[src/rtl/ps2_host_tx.sv]
// PS/2 host-to-device transmitter: clock inhibit, request-to-send, 8 data bits LSB first,
// odd parity, stop, and device ACK check. Pins are driven only through active-high pull-low enables.
module ps2_host_tx #(
    parameter int unsigned INHIBIT_CYCLES = 5000,
    parameter int unsigned TIMEOUT_CYCLES = 1000000
) (
    input  logic       clock,
    input  logic       reset,
    input  logic [7:0] tx_data,
    input  logic       tx_valid,
    output logic       tx_ready,
    input  logic       ps2_clk_in,
    input  logic       ps2_data_in,
    output logic       ps2_clk_oe,
    output logic       ps2_data_oe,
    output logic       busy,
    output logic       tx_done,
    output logic       tx_error
);

    localparam int unsigned CNT_MAX = (INHIBIT_CYCLES > TIMEOUT_CYCLES) ? INHIBIT_CYCLES : TIMEOUT_CYCLES;
    localparam int unsigned CNT_W   = $clog2(CNT_MAX + 1);
    localparam logic [CNT_W-1:0] INHIBIT_LAST = CNT_W'(INHIBIT_CYCLES - 1);
    localparam logic [CNT_W-1:0] TIMEOUT_LAST = CNT_W'(TIMEOUT_CYCLES - 1);

    typedef enum logic [2:0] {
        S_IDLE,
        S_INHIBIT,
        S_RTS,
        S_SEND,
        S_ACK,
        S_WAIT_IDLE
    } state_t;

    state_t           r_state;
    logic             r_clk_s1, r_clk_s2, r_clk_prev;
    logic             r_dat_s1, r_dat_s2;
    logic [8:0]       r_shift;
    logic [3:0]       r_n;
    logic [CNT_W-1:0] r_cnt;
    logic             r_clk_oe, r_data_oe, r_busy, r_ready, r_done, r_error;

    state_t           w_state_nxt;
    logic [8:0]       w_shift_nxt;
    logic [3:0]       w_n_nxt;
    logic [CNT_W-1:0] w_cnt_nxt;
    logic             w_clk_oe_nxt, w_data_oe_nxt, w_done_nxt, w_error_nxt;
    logic             w_abort;
    logic             w_fe;
    logic             w_timeout;

    assign w_fe      = r_clk_prev & ~r_clk_s2;
    assign w_timeout = (r_cnt == TIMEOUT_LAST);

    // Shared counter times the inhibit window, then the gap between device clock edges
    always_comb begin
        w_state_nxt   = r_state;
        w_shift_nxt   = r_shift;
        w_n_nxt       = r_n;
        w_cnt_nxt     = r_cnt;
        w_clk_oe_nxt  = r_clk_oe;
        w_data_oe_nxt = r_data_oe;
        w_done_nxt    = 1'b0;
        w_error_nxt   = 1'b0;
        w_abort       = 1'b0;

        case (r_state)
            S_IDLE: begin
                w_clk_oe_nxt  = 1'b0;
                w_data_oe_nxt = 1'b0;
                if (tx_valid) begin
                    w_shift_nxt  = {~^tx_data, tx_data};
                    w_n_nxt      = 4'd0;
                    w_cnt_nxt    = '0;
                    w_clk_oe_nxt = 1'b1;
                    w_state_nxt  = S_INHIBIT;
                end
            end
            S_INHIBIT: begin
                if (r_cnt == INHIBIT_LAST) begin
                    w_cnt_nxt     = '0;
                    w_clk_oe_nxt  = 1'b0;
                    w_data_oe_nxt = 1'b1;
                    w_state_nxt   = S_RTS;
                end else begin
                    w_cnt_nxt = r_cnt + CNT_W'(1);
                end
            end
            S_RTS: begin
                // First device edge puts data bit 0 on the line
                if (w_fe) begin
                    w_cnt_nxt     = '0;
                    w_data_oe_nxt = ~r_shift[0];
                    w_shift_nxt   = {1'b0, r_shift[8:1]};
                    w_n_nxt       = 4'd1;
                    w_state_nxt   = S_SEND;
                end else if (w_timeout) begin
                    w_abort = 1'b1;
                end else begin
                    w_cnt_nxt = r_cnt + CNT_W'(1);
                end
            end
            S_SEND: begin
                if (w_fe) begin
                    w_cnt_nxt = '0;
                    if (r_n == 4'd9) begin
                        w_data_oe_nxt = 1'b0;
                        w_state_nxt   = S_ACK;
                    end else begin
                        w_data_oe_nxt = ~r_shift[0];
                        w_shift_nxt   = {1'b0, r_shift[8:1]};
                        w_n_nxt       = r_n + 4'd1;
                    end
                end else if (w_timeout) begin
                    w_abort = 1'b1;
                end else begin
                    w_cnt_nxt = r_cnt + CNT_W'(1);
                end
            end
            S_ACK: begin
                if (w_fe) begin
                    w_cnt_nxt = '0;
                    if (!r_dat_s2) begin
                        w_state_nxt = S_WAIT_IDLE;
                    end else begin
                        w_error_nxt   = 1'b1;
                        w_clk_oe_nxt  = 1'b0;
                        w_data_oe_nxt = 1'b0;
                        w_state_nxt   = S_IDLE;
                    end
                end else if (w_timeout) begin
                    w_abort = 1'b1;
                end else begin
                    w_cnt_nxt = r_cnt + CNT_W'(1);
                end
            end
            S_WAIT_IDLE: begin
                if (r_clk_s2 && r_dat_s2) begin
                    w_done_nxt  = 1'b1;
                    w_state_nxt = S_IDLE;
                end else if (w_timeout) begin
                    w_abort = 1'b1;
                end else begin
                    w_cnt_nxt = r_cnt + CNT_W'(1);
                end
            end
            default: begin
                w_clk_oe_nxt  = 1'b0;
                w_data_oe_nxt = 1'b0;
                w_state_nxt   = S_IDLE;
            end
        endcase

        if (w_abort) begin
            w_clk_oe_nxt  = 1'b0;
            w_data_oe_nxt = 1'b0;
            w_error_nxt   = 1'b1;
            w_cnt_nxt     = '0;
            w_state_nxt   = S_IDLE;
        end
    end

    // Synchronizers idle high to match released bus lines
    always_ff @(posedge clock) begin
        if (reset) begin
            r_state    <= S_IDLE;
            r_clk_s1   <= 1'b1;
            r_clk_s2   <= 1'b1;
            r_clk_prev <= 1'b1;
            r_dat_s1   <= 1'b1;
            r_dat_s2   <= 1'b1;
            r_shift    <= '0;
            r_n        <= '0;
            r_cnt      <= '0;
            r_clk_oe   <= 1'b0;
            r_data_oe  <= 1'b0;
            r_busy     <= 1'b0;
            r_ready    <= 1'b1;
            r_done     <= 1'b0;
            r_error    <= 1'b0;
        end else begin
            r_clk_s1   <= ps2_clk_in;
            r_clk_s2   <= r_clk_s1;
            r_clk_prev <= r_clk_s2;
            r_dat_s1   <= ps2_data_in;
            r_dat_s2   <= r_dat_s1;
            r_state    <= w_state_nxt;
            r_shift    <= w_shift_nxt;
            r_n        <= w_n_nxt;
            r_cnt      <= w_cnt_nxt;
            r_clk_oe   <= w_clk_oe_nxt;
            r_data_oe  <= w_data_oe_nxt;
            r_busy     <= (w_state_nxt != S_IDLE);
            r_ready    <= (w_state_nxt == S_IDLE);
            r_done     <= w_done_nxt;
            r_error    <= w_error_nxt;
        end
    end

    assign tx_ready    = r_ready;
    assign ps2_clk_oe  = r_clk_oe;
    assign ps2_data_oe = r_data_oe;
    assign busy        = r_busy;
    assign tx_done     = r_done;
    assign tx_error    = r_error;

endmodule

[config.mk]
export PLATFORM = sky130hd
export DESIGN_NAME = ps2_host_tx
export DESIGN_NICKNAME = d
export VERILOG_FILES = /design/src/rtl/ps2_host_tx.sv
export SDC_FILE = /design/constraint.sdc
export NUM_CORES = 1
export LEC_CHECK = 0
export ABC_AREA = 0
export CAP_MARGIN = 20
export CORE_MARGIN = 8
export CORE_UTILIZATION = 58
export DETAILED_ROUTE_END_ITERATION = 7
export PLACE_DENSITY = 0.78
export SLEW_MARGIN = 25
export SYNTH_ARGS = -nofsm -noshare
export SYNTH_HDL_FRONTEND = slang
export SYNTH_SLANG_ARGS = --single-unit
[constraint.sdc]
create_clock -name clock -period 2.6 [get_ports clock]
set_input_delay 0.39 -clock clock [delete_from_list [all_inputs] [get_ports clock]]
set_output_delay 0.39 -clock clock [all_outputs]
set_load 0.01 [all_outputs]
==> metrics.txt, run 1 <==
status=complete, no violations; synthesis-to-finish area growth=14.7%; Top Metal Used=met4; num ports=19; DP HPWL=4320 um; CP dominant cell by count=o21ai_2; WL met1=2840 um; Crit. End Element=flop; row cnt=23; Yosys reg bits=47; Slew @ Worst Pin=0.484 ns; H-Tree Depth=2; cell taking the most area after synthesis=dfxtp_1; Sink Count=47; launching point of the worst reg2reg path=r_cnt[2]$_SDFFE_PP0P_; Synth Instances=roughly 310; CP bufs+invs=0; critical path's top delay family=compound AO/OA/AOI/OAI gates; Critical Path RT=2.78 ns; Clock Path Buffers=2; main area contributors after synthesis=dfxtp_1 38%, nand2_1 5.6%, nor2_1 5.2%; DRC Markers=0; Worst-Skew Late Latency=0.30 ns; initial core utilization=60.9%; Core Util, Final=69.9%; Net Count, Synth=between 300 and 400; Synth top area share=a little under two fifths; crit-path cells=nor4b_1, nand4_1, o21ai_2, nand2_1, o21ai_2, o21ai_1; Leak=0.962 nW; CTS tree=yes; Port Buf Inserts=18; Mapped Area=approximately 2500 sq um; initial antenna violation count=0; Crit-path slowest cell=dfxtp_1; Max FO, Critical Path=10; Worst Setup SP=r_cnt[2]$_SDFFE_PP0P_; Vias/cell=6.25; unrepaired setup endpoints after global routing=false; Initial DRC Count=337; # diodes=0; CTS buffer count=5; post-route ant nets=0; Pins Over Slew Limit=0; Post-synth EDFFs=0; register area share after synthesis=about two fifths; Synth Flop Type=dfxtp_1; Setup Buffers After CTS=0; final period demand of the worst path=~2.4 ns; # setup viols final=0; P per Cell Area=499 nW/um^2; nets=347; Tot GR Track Use=18.2%; hold_sp=r_dat_s1$_SDFF_PP1_; Fmax=around 0.43 GHz; gpl congestion=0.906; Cell variety after synth=50; routed via count=2387; number of global-route vias before repair=2128; DRT Wirelength=slightly below 6000 um; met2 WL=2510 um; Max Cap Viol=0; relative slew slack=67.5%; CTS root buf=clkbuf_8; die height=81.3 um; Final Hold Violating Endpoints=0; Hold Crit Class=flop to flop; ys async rst share=0%; layout cells sized above 1=9.94%; Final period util=90.4%; Placeable Area=4060 sq um; WP data arrival=2.53 ns; Fin Setup TNS=0 ns; Die Span X=81.3 um; Die ar.=6610 sq um; Setup CP Type=flop to flop; Worst Skew=0.0104 ns; critical path launch point type=flop; first-pass GRT wire length=about 10000 um; PostCTS Resize Cnt=0; total iterations of the first detailed-routing run=6; Synth warnings=0; GRT overflow=0; Peak supply drop=319 uV; fill count=358; Crit path largest cell delay=0.46 ns; cts hold-fix bufs=0; routed wl met3=458 um; largest net degree at the start of global routing=20; clock-pin slew on the worst setup and hold paths=0.09 ns; Avg Inst Size Synth=8.03 sq um; DR WL/cell=around 15 um
[path summary, 6_finish.rpt]
path / endpoint / slack (ns) / cells past startpoint
worst max-delay path: r_cnt[14]$_SDFFE_PP0P_ / 0.25 / 6
worst min-delay path: r_dat_s2$_SDFF_PP1_ / 0.42 / 1
worst min register to register: r_dat_s2$_SDFF_PP1_ / 0.42 / 1
worst max register to register: r_cnt[14]$_SDFFE_PP0P_ / 0.25 / 6
[power breakdown]
group          total (mW)  internal (mW)  switching, mW
Combinational       0.184         0.0831          0.101
Clock               0.471          0.217          0.254
Sequential          0.760          0.743         0.0165
[logic make-up after synthesis]
group | synth area share [%]
AOI/OAI and AO/OA | 21.8
xor gates and xnor gates | 4.61
adders and majority gates | 1.52
buffers and inverters | 3.09
DFF | 38.1
muxes | 1.21
and+or+nand+nor | 29.8
[synth_stat cells (5+ instances only)]
cell type  number
nand4_1         7
and3_1          7
xnor2_1         7
a311oi_1       13
or2_2           5
clkbuf_1        7
o21ai_0        14
a21oi_1        18
nor3_1          7
nand3_1        16
dfxtp_1        47
nand2_1        37
inv_1           8
xor2_1          6
a31oi_1         8
nor2_1         34
[cell type report]
class                   instances  area, sq um  area share [%]
inverters                       8         30.0            1.06
multi-input cells             242         1460            51.3
well taps                      50         62.6            2.21
clock buffers                   6         82.6            2.91
clock inverters                 2         16.3           0.574
flip-flops and latches         47          941            33.2
repair buffers                 27          248            8.74
[cell usage in the layout, fill, tap and decap left out, types with 4 or more instances in the layout]
master,count
dfxtp_1,47
nand2_1,37
nor2_1,34
a21oi_1,18
clkdlybuf4s50_1,18
nand3_1,16
o21ai_0,14
a311oi_1,13
buf_4,9
inv_1,8
a31oi_1,8
nand4_1,7
nor3_1,7
and3_1,7
xnor2_1,7
xor2_1,6
clkbuf_8,6
or2_2,5
nand3b_1,4
or3_1,4
o21ai_1,4
[sequential cells by signal, indices dropped and copies added, names as in the netlist, 3 cells and up]
name and cells:
r_n 4, r_cnt 20, r_state 3, r_shift 9
[worst register-to-register path: stages, from the launching register on]
cell,delay (ns)
dfxtp_1,0.46
nor4b_1,0.42
nand4_1,0.19
o21ai_2,0.35
nand2_1,0.24
o21ai_2,0.44
o21ai_1,0.13
[metrics by stage]
step | hold WS [ns] | cell area (sq um) | total power, mW | std cells | setup slack, ns
final | 0.417 | 2840 | 1.42 | 382 | 0.250
after global placement | 0.391 | 2740 | 0.953 | 374 | 0.285
after floorplan | 0.389 | 2470 | 0.888 | 308 | 0.745
after global routing | 0.438 | 2840 | 1.48 | 382 | 0.00521
after detailed placement | 0.398 | 2740 | 0.959 | 374 | 0.235
after CTS | 0.419 | 2840 | 1.42 | 382 | 0.250
[per-layer routing]
layer | track usage [%] | vias to the layer above
met5 | 0 | -
met4 | 4.11 | 0
met3 | 4.75 | 7
met2 | 26.6 | 86
met1 | 26.0 | 1128
li1 | - | 1166
Power figures use the tool's default switching activity.
==> inputs of run 2 (changes only) <==
--- a/config.mk
+++ b/config.mk
@@ -6,9 +6,10 @@
 export NUM_CORES = 1
 export LEC_CHECK = 0
 export ABC_AREA = 0
-export CAP_MARGIN = 20
+export CAP_MARGIN = 40
 export CORE_MARGIN = 8
 export CORE_UTILIZATION = 58
+export CTS_CLUSTER_SIZE = 28
 export DETAILED_ROUTE_END_ITERATION = 7
 export PLACE_DENSITY = 0.78
 export SLEW_MARGIN = 25
==> results of run 2 <==
Final layout, timing and power as in run 1 (identical DEF).
==> inputs of run 3 (changes only) <==
--- a/config.mk
+++ b/config.mk
@@ -8,10 +8,10 @@
 export ABC_AREA = 0
 export CAP_MARGIN = 40
 export CORE_MARGIN = 8
-export CORE_UTILIZATION = 58
+export CORE_UTILIZATION = 60
 export CTS_CLUSTER_SIZE = 28
 export DETAILED_ROUTE_END_ITERATION = 7
-export PLACE_DENSITY = 0.78
+export PLACE_DENSITY = 0.81
 export SLEW_MARGIN = 25
 export SYNTH_ARGS = -nofsm -noshare
 export SYNTH_HDL_FRONTEND = slang
==> constraint.sdc (replaced) <==
create_clock -name clock -period 2.9 [get_ports clock]
set_input_delay 0.435 -clock clock [delete_from_list [all_inputs] [get_ports clock]]
set_output_delay 0.435 -clock clock [all_outputs]
set_load 0.01 [all_outputs]
==> metrics.txt, run 3 (synthesis results as in run 1) <==
Hold Crit Class=flop to flop; Slew @ Worst Pin=0.635 ns (+0.152 ns); DP HPWL=3990 um (-7.8%); WP data arrival=2.60 ns (+0.07 ns); Critical Path RT=3.13 ns (+0.35 ns); row cnt=23 (unchanged); final period demand of the worst path=2.37 ns (+0.0205 ns); Leak=0.945 nW (-1.8%); P per Cell Area=457 nW/um^2 (-8.5%); synthesis-to-finish area growth=13.7%; first-pass GRT wire length=9600 um (-1.3%); Fmax=0.422 GHz (-0.86%); die height=80.2 um (-1.4%); status=complete, no violations; routed via count=2348 (-1.6%); nets=343 (-1.2%); total iterations of the first detailed-routing run=5 (-1); fill count=330 (-7.8%); Reg2Reg Setup Slack=0.53 ns (+0.28 ns); Worst Skew=0.0125 ns (+0.00208 ns); Crit. End Element=flop; # setup viols final=0 (unchanged); crit-path cells=inv_1, nor3_1, o21ai_2, a21oi_2, a41oi_1, a311oi_1; H-Tree Depth=2 (unchanged); post-route ant nets=0 (unchanged); Die ar.=6430 sq um (-2.7%); Max FO, Critical Path=15 (+5); Top reg by flops=r_cnt; Inst Count DP=370 (-1.1%); largest net degree at the start of global routing=22 (+10%); Final Hold Violating Endpoints=0 (unchanged); Finished Layout Cells=378 (-1.0%); CTS root buf=clkbuf_8; number of global-route vias before repair=2102 (-1.2%); PostCTS Resize Cnt=0 (unchanged); biggest regs=r_cnt: 20 flops, r_shift: 9 flops, r_n: 4 flops; Largest register FFs=20 (unchanged); CTS buffer count=5 (unchanged); Crit-path slowest cell=dfxtp_1; Setup Buffers After CTS=0 (unchanged); Setup CP Type=flop to flop; cts hold-fix bufs=0 (unchanged); DR WL/cell=14.9 um (-3.1%); initial antenna violation count=0 (unchanged); clock-pin slew on the worst setup and hold paths=0.09 ns (about the same); initial core utilization=62.3% (+1.3 points); Die Span X=80.2 um (-1.4%); Pins Over Slew Limit=0 (unchanged); Max Cap Viol=0 (unchanged); CTS tree=yes; Placeable Area=3970 sq um (-2.1%); Vias/cell=6.21 (-0.59%); unrepaired setup endpoints after global routing=false; Final period util=81.8% (-8.6 points); Fin Setup TNS=0 ns (unchanged); GRT overflow=0 (unchanged); Initial DRC Count=311 (-7.7%); Peak supply drop=341 uV (+6.9%); relative slew slack=57.5% (-10 points); most frequent cells in the layout=47 x dfxtp_1, 37 x nand2_1, 34 x nor2_1, 18 x a21oi_1, 18 x clkdlybuf4s50_1; Clock Path Buffers=2 (unchanged); DRT Wirelength=5620 um (-4.1%); Port Buf Inserts=18 (unchanged); DRC Markers=0 (unchanged); Crit path largest cell delay=0.65 ns (+0.19 ns); critical path launch point type=flop; Tot GR Track Use=18.4% (+0.17 points); commonest non-fill, non-tap cell in the layout=dfxtp_1; gpl congestion=0.911 (+0.54%); Sink Count=47 (unchanged); # diodes=0 (unchanged); layout cells sized above 1=8.84% (-1.1 points); num ports=19 (unchanged); Worst-Skew Late Latency=0.32 ns (+0.02 ns)
## run 3: worst max-delay path, delay by kind of cell, from the launching register on
family / cells / cell delay, ns
compound gates: 4 / 1.03
buf+inv: 1 / 0.13
flops: 1 / 0.65
simple gates: 1 / 0.47
## run 3: area by class of cell
type | count | area [sq um] | area share [%]
clock buffer | 7 | 96.3 | 3.43
tap | 50 | 62.6 | 2.23
multi-input combinational | 242 | 1460 | 51.8
inverter | 8 | 30.0 | 1.07
sequential | 47 | 941 | 33.5
timing repair buffer | 23 | 218 | 7.75
clock inverter | 1 | 7.51 | 0.267
## run 3: routing by layer
| metal | share of wire, % | vias up | track usage [%] |
|---|---|---|---|
| met5 | 0 | - | 0 |
| met3 | 6.0 | 9 | 3.79 |
| met1 | 50 | 1090 | 26.0 |
| li1 | - | 1162 | - |
| met4 | 1.6 | 0 | 6.55 |
| met2 | 42 | 87 | 26.7 |
## run 3: where the power goes
part	leakage (nW)	switching [mW]	internal, mW
Clock	0.0505	0.228	0.217
Sequential	0.383	0.0160	0.666
Combinational	0.512	0.0857	0.0707
Total	0.945	0.329	0.954
## run 3: final timing paths
check                                            from                endpoint  cells after the start
worst max-delay path            r_state[0]$_SDFF_PP0_  r_cnt[18]$_SDFFE_PP0P_                      6
worst min-delay path              r_dat_s1$_SDFF_PP1_     r_dat_s2$_SDFF_PP1_                      1
worst max register to register  r_state[0]$_SDFF_PP0_  r_cnt[18]$_SDFFE_PP0P_                      6
worst min register to register    r_dat_s1$_SDFF_PP1_     r_dat_s2$_SDFF_PP1_                      1
## run 3: stage by stage
| stage | hold WS [ns] | worst slack (ns) | instance area (sq um) | util, % | total power [mW] |
|---|---|---|---|---|---|
| after floorplan | 0.389 | 1.05 | 2470 | - | 0.796 |
| after global placement | 0.395 | 0.521 | 2710 | 68.1 | 0.850 |
| after detailed placement | 0.405 | 0.424 | 2710 | 68.1 | 0.852 |
| after CTS | 0.425 | 0.571 | 2810 | 70.8 | 1.28 |
| after global routing | 0.444 | 0.298 | 2810 | 70.8 | 1.33 |
| final | 0.424 | 0.529 | 2810 | 70.8 | 1.28 |
